`src/rtl/sif_slave_mem.sv`:
```
// sif_slave_mem: SIF target with a DEPTH x 16-bit word memory, an xa read/write
// port and a posted-write (wa) FIFO that drains into memory whenever the xa port
// is not writing. xa reads forward pending FIFO data.
// Optional feature macro: SIF_SLAVE_STATS_EN adds wr_cnt_o / rd_cnt_o counters.
module sif_slave_mem #(
   parameter int          DEPTH     = 16,
   parameter int          WA_FDEPTH = 4,
   parameter logic [15:0] BAD_DATA  = 16'hDEAD
) (
   input  logic        clk_i,
   input  logic        rst_i,
   input  logic [15:0] xa_addr_i,
   input  logic [15:0] xa_data_wr_i,
   input  logic        xa_wr_s_i,
   input  logic        xa_rd_s_i,
   output logic [15:0] xa_data_rd_o,
   output logic        xa_rd_v_o,
   input  logic [15:0] wa_addr_i,
   input  logic [15:0] wa_data_wr_i,
   input  logic        wa_wr_s_i,
   output logic        wa_full_o,
   output logic        wa_empty_o,
   output logic        err_o,
   output logic        wa_ovf_o,
`ifdef SIF_SLAVE_STATS_EN
   input  logic        err_clr_i,
   output logic [15:0] wr_cnt_o,
   output logic [15:0] rd_cnt_o
`else
   input  logic        err_clr_i
`endif
);

   localparam int AW = $clog2(DEPTH);
   localparam int FW = $clog2(WA_FDEPTH);

   typedef enum logic [1:0] {S_IDLE, S_DRAIN, S_STALL} state_t;

   state_t            state_q, state_d;
   logic [15:0]       mem_q [DEPTH];
   logic [AW-1:0]     fa_q  [WA_FDEPTH];
   logic [15:0]       fd_q  [WA_FDEPTH];
   logic [FW-1:0]     rptr_q, wptr_q;
   logic [FW:0]       cnt_q, cnt_d;
   logic              full_q, empty_q;
   logic [15:0]       rd_data_q, rd_data_d;
   logic              rd_v_q, rd_v_d;
   logic              err_q, err_d, ovf_q, ovf_d;

   logic              xa_oor, wa_oor;
   logic [AW-1:0]     xa_idx, wa_idx;
   logic              pop, push, err_set, ovf_set;
   logic              fwd_hit;
   logic [15:0]       fwd_data;
   logic [FW-1:0]     fidx;

   assign xa_oor = xa_addr_i >= 16'(DEPTH);
   assign wa_oor = wa_addr_i >= 16'(DEPTH);
   assign xa_idx = xa_addr_i[AW-1:0];
   assign wa_idx = wa_addr_i[AW-1:0];

   // The drain only pops while xa leaves the memory write port free; a push is
   // accepted on a full FIFO when the same edge pops an entry.
   assign pop     = (state_q == S_DRAIN) && !xa_wr_s_i && !empty_q;
   assign push    = wa_wr_s_i && !wa_oor && (!full_q || pop);
   assign ovf_set = wa_wr_s_i && full_q && !pop;
   assign err_set = (xa_wr_s_i && xa_oor) || (xa_rd_s_i && xa_oor) ||
                    (xa_wr_s_i && xa_rd_s_i) || (wa_wr_s_i && wa_oor);
   assign cnt_d   = cnt_q + (FW+1)'(push) - (FW+1)'(pop);

   // Forwarding search: walk oldest to youngest so the youngest match wins.
   always_comb begin
      fwd_hit  = 1'b0;
      fwd_data = '0;
      fidx     = '0;
      for (int i = 0; i < WA_FDEPTH; i++) begin
         fidx = rptr_q + FW'(i);
         if (((FW+1)'(i) < cnt_q) && (fa_q[fidx] == xa_idx)) begin
            fwd_hit  = 1'b1;
            fwd_data = fd_q[fidx];
         end
      end
   end

   // Read response and sticky error flags for the next cycle.
   always_comb begin
      rd_v_d    = xa_rd_s_i && !xa_wr_s_i;
      rd_data_d = rd_data_q;
      if (rd_v_d) begin
         if (xa_oor)       rd_data_d = BAD_DATA;
         else if (fwd_hit) rd_data_d = fwd_data;
         else              rd_data_d = mem_q[xa_idx];
      end
      err_d = err_set || (err_q && !err_clr_i);
      ovf_d = ovf_set || (ovf_q && !err_clr_i);
   end

   // Drain FSM next state.
   always_comb begin
      state_d = state_q;
      case (state_q)
         S_IDLE:  if (push) state_d = S_DRAIN;
         S_DRAIN: begin
            if (xa_wr_s_i)                               state_d = S_STALL;
            else if (pop && (cnt_q == 1) && !push)       state_d = S_IDLE;
         end
         S_STALL: if (!xa_wr_s_i) state_d = S_DRAIN;
         default: state_d = S_IDLE;
      endcase
   end

   // State, memory, FIFO and flag registers.
   always_ff @(posedge clk_i) begin
      if (rst_i) begin
         state_q   <= S_IDLE;
         for (int i = 0; i < DEPTH; i++) mem_q[i] <= '0;
         for (int i = 0; i < WA_FDEPTH; i++) begin
            fa_q[i] <= '0;
            fd_q[i] <= '0;
         end
         rptr_q    <= '0;
         wptr_q    <= '0;
         cnt_q     <= '0;
         full_q    <= 1'b0;
         empty_q   <= 1'b1;
         rd_data_q <= '0;
         rd_v_q    <= 1'b0;
         err_q     <= 1'b0;
         ovf_q     <= 1'b0;
      end else begin
         state_q <= state_d;
         if (xa_wr_s_i && !xa_oor) mem_q[xa_idx] <= xa_data_wr_i;
         if (pop) begin
            mem_q[fa_q[rptr_q]] <= fd_q[rptr_q];
            rptr_q              <= rptr_q + 1'b1;
         end
         if (push) begin
            fa_q[wptr_q] <= wa_idx;
            fd_q[wptr_q] <= wa_data_wr_i;
            wptr_q       <= wptr_q + 1'b1;
         end
         cnt_q     <= cnt_d;
         full_q    <= (cnt_d == (FW+1)'(WA_FDEPTH));
         empty_q   <= (cnt_d == '0);
         rd_data_q <= rd_data_d;
         rd_v_q    <= rd_v_d;
         err_q     <= err_d;
         ovf_q     <= ovf_d;
      end
   end

`ifdef SIF_SLAVE_STATS_EN
   logic [15:0] wr_cnt_q, rd_cnt_q;

   // Saturating statistics; an xa write and a pop never share an edge.
   always_ff @(posedge clk_i) begin
      if (rst_i) begin
         wr_cnt_q <= '0;
         rd_cnt_q <= '0;
      end else begin
         if (((xa_wr_s_i && !xa_oor) || pop) && (wr_cnt_q != 16'hFFFF))
            wr_cnt_q <= wr_cnt_q + 16'd1;
         if (rd_v_d && (rd_cnt_q != 16'hFFFF))
            rd_cnt_q <= rd_cnt_q + 16'd1;
      end
   end

   assign wr_cnt_o = wr_cnt_q;
   assign rd_cnt_o = rd_cnt_q;
`endif

   assign xa_data_rd_o = rd_data_q;
   assign xa_rd_v_o    = rd_v_q;
   assign wa_full_o    = full_q;
   assign wa_empty_o   = empty_q;
   assign err_o        = err_q;
   assign wa_ovf_o     = ovf_q;

endmodule
```
`config.mk`:
```
export PLATFORM = sky130hd
export DESIGN_NAME = sif_slave_mem
export DESIGN_NICKNAME = d
export VERILOG_FILES = /design/src/rtl/sif_slave_mem.sv
export SDC_FILE = /design/constraint.sdc
export NUM_CORES = 1
export LEC_CHECK = 0
export ABC_AREA = 1
export CORE_MARGIN = 10
export CORE_UTILIZATION = 55
export DETAILED_ROUTE_END_ITERATION = 12
export PLACE_DENSITY = 0.89
export SLEW_MARGIN = 10
export SYNTH_ARGS = -nofsm -noshare
export SYNTH_HDL_FRONTEND = slang
export SYNTH_SLANG_ARGS = --single-unit
```
`constraint.sdc`:
```
create_clock -name clk_i -period 3.5 [get_ports clk_i]
set_clock_uncertainty 0.05 [all_clocks]
set_input_delay 0.7 -clock clk_i [delete_from_list [all_inputs] [get_ports clk_i]]
set_output_delay 0.7 -clock clk_i [all_outputs]
set_load 0.1 [all_outputs]
```
==> results_dict.tcl <==
set metrics [dict create \
    worst_slew_pin_slew_ns 1.03 \
    die_area_sq_um 42300 \
    cts-buffers-inserted 37 \
    timing.critical_path.to_type "flop" \
    vias_per_cell 6.21 \
    synth_simple_gate_area_share_pct 25.7 \
    h-tree-depth 2 \
    fraction_of_layout_cells_with_a_size_suffix_above_1_pct 9.20 \
    worst_setup_hold_path_clk_slew_ns 0.06 \
    core_sq_um 33800 \
    synthXorXnorAreaFrac_pct 0.0924 \
    floorplan.initialDensity_pct 56.1 \
    clockRootBuffer "clkbuf_16" \
    floorplan.die.height_um 206 \
    post_cts_resized 0 \
    nNetsFinal 2306 \
    final.hold.worst_slack_ns 0.416 \
    critical_path.max_fanout 19 \
    synthesis.instances 2158 \
    setup_viol 0 \
    dominant_combinational_cell_family_by_area_after_synthesis "simple AND/OR/NAND/NOR gates" \
    yosys_warnings 0 \
    grt_use_met2_pct 42.5 \
    crit_path_dat_ns 3.49 \
    mappedNetlistArea_sq_um 19000 \
    grt_start_max_net_pins 104 \
    worstSkewPairLatency_ns 0.56 \
    worst-endpoint-required_ns 3.91 \
    tritoncts "done" \
    cts_max_path_buffers 3 \
    clock_sinks 368 \
    placed_area_sq_um 20500 \
    synth-edff-count 336 \
    synthDistinctLibCells 45 \
    post_drt_wl_per_cell_um 21.8 \
    finalWorstPathRequiredPeriod_ns 3.07 \
    run_status "finished, final reports clean" \
    routed-via-count 16800 \
    synth_compound_gate_area_share_pct 11.1 \
    number_of_buffers_added_on_ports 90 \
    area_growth_syn_to_layout_pct 14.5 \
    achievable-frequency_ghz 0.325 \
    maxSlewHeadroom_pct 31.0 \
    die_width_um 206 \
    yosysSeqAreaShare_pct 56.6 \
    synth_adder_area_share_pct 0.369 \
    vdd_ir_drop_max_mv 0.305 \
    ys_seq_elements 368 \
    async_flop_share_pct 0 \
    place_hpwl_um 39200 \
    grt_pass1_vias 16100 \
    detail_route.first_pass.iterations 6 \
    fin_crit_sh_pct 87.8 \
    placementRows 67 \
    gp_congestion 0.996 \
    grt_setup_unrepaired "false" \
    boundaryPins 91 \
    detail-route-antenna-nets 0 \
    setup.worst_path.class "reg -> reg" \
    timing_max_transition_violations_final 0 \
    final_common_cell "nor2_1" \
    worstSetupStartpointType "flop" \
    postCtsHoldBufs 0 \
    timing.hold.worst.class "reg -> reg" \
    dominantRegCellSynth "edfxtp_1" \
    final_hold_viol_count 0 \
    remaining_drc_errors 0 \
    final_cell_area_sq_um 21700 \
    total_setup_buffers_inserted_after_cts 0 \
    powerDensity_nw_per_um2 455 \
    met3_usage_pct 6.79 \
    mostFrequentLayoutCells "494 x nor2_1, 418 x nand2_1, 336 x edfxtp_1, 207 x o21ai_0, 147 x nand3_1" \
    grt.overflow.total 0 \
    tns_ns 0 \
    n_antenna_cell 0 \
    global_route.peak_usage_layer "met2" \
    grt_pass1_wl_um 90400 \
    synth.mux.area_fraction_pct 0.106 \
    routed_wirelength_um 59000 \
    max-cap-violations 0 \
    grt_usage_pct 27.4 \
    total_leakage_power_nw 8.57 \
    detailedRoute.firstIterationViolations 2632 \
    syn-mean-instance-area_sq_um 8.79 \
    synth_nets 2233 \
    grt_util_met1_pct 35.6 \
    grt_antenna_before_repair 0 \
]
[per-layer routing]
metal | up-vias | routed length (um)
met5 | - | 0
met4 | 0 | 2890
met3 | 228 | 8630
met2 | 1340 | 26700
met1 | 7771 | 20800
li1 | 7481 | -
[path summary, 6_finish.rpt]
path                        from                      endpoint  slack, ns  depth (start not counted)
min reg2reg  wa_ovf_o$_SDFF_PP0_           wa_ovf_o$_SDFF_PP0_       0.42                          2
max                         flop  xa_data_rd_o[8]$_SDFFE_PP0P_       0.43                         15
max reg2reg                 flop  xa_data_rd_o[8]$_SDFFE_PP0P_       0.43                         15
min          wa_ovf_o$_SDFF_PP0_           wa_ovf_o$_SDFF_PP0_       0.42                          2
[cell usage after synthesis, types with 6 or more instances]
cell type | n | area [sq um]
inv_2 | 8 | 30.0
nor2_1 | 494 | 1850
edfxtp_1 | 336 | 10100
buf_1 | 15 | 56.3
nor3_1 | 42 | 210
buf_4 | 12 | 90.1
a21oi_1 | 58 | 290
inv_1 | 98 | 368
nand3_1 | 147 | 736
nand4_1 | 6 | 37.5
o211ai_1 | 50 | 375
o21ai_0 | 211 | 1060
o21ai_1 | 16 | 80.1
nand4_4 | 16 | 340
o221ai_1 | 6 | 52.6
clkbuf_1 | 80 | 300
a22oi_1 | 11 | 82.6
nand2_1 | 418 | 1570
o22ai_1 | 13 | 81.3
dfxtp_1 | 32 | 641
buf_2 | 46 | 230
[where the power goes]
part / leakage [nW] / internal [mW] / total, mW / switching (mW)
clock network: 0.579 / 2.27 / 3.96 / 1.69
registers: 3.73 / 4.92 / 4.98 / 0.0597
logic: 4.27 / 0.276 / 0.943 / 0.667
total: 8.57 / 7.46 / 9.88 / 2.42
[cells by family after synthesis]
kind of cell,Yosys count
flip-flops,368
XOR/XNOR,2
multiplexers,2
AND/OR/NAND/NOR,1140
buffers and inverters,267
AO/OA/AOI/OAI,374
adder cells (fa/ha/maj),5
[worst max-delay path, cell delays in order, from the launching register on]
cell	delay [ns]
dfxtp_1	0.72
inv_2	0.33
nand2_1	0.15
nand3_1	0.17
nand2_1	0.14
nor2_1	0.05
nor2_1	0.25
nand3_2	0.19
buf_4	0.26
nand2_1	0.09
nand3_1	0.13
nand2_1	0.10
nand2_1	0.05
nand2_1	0.06
nand2_1	0.10
a21oi_1	0.16
[metrics by stage]
step	instances	setup slack (ns)	power [mW]	utilization, %
after floorplan	2158	0.0417	5.58	-
after global placement	2640	0.237	5.95	60.7
after detailed placement	2640	0.168	5.98	60.7
after CTS	2708	0.571	9.84	64.3
after global routing	2708	0.268	10.1	64.3
final	2708	0.428	9.88	64.3
[area by class of cell]
class	instances	area (sq um)
well taps	448	561
inverters	112	454
flip-flops and latches	368	10700
clock inverters	16	179
repair buffers	189	1660
multi-input cells	1523	7110
clock buffers	52	1010
fillers	2515	12100
[sequential cells by signal, summed over array words and instances, names as in the netlist, named ones only]
| signal | flops |
|---|---|
| wa_empty_o | 1 |
| err_o | 1 |
| rptr_q | 2 |
| fa_q | 16 |
| mem_q | 256 |
| xa_data_rd_o | 16 |
| state_q | 2 |
| cnt_q | 3 |
| wptr_q | 2 |
| xa_rd_v_o | 1 |
| fd_q | 64 |
| wa_ovf_o | 1 |
| wa_full_o | 1 |
Power figures use the tool's default switching activity.
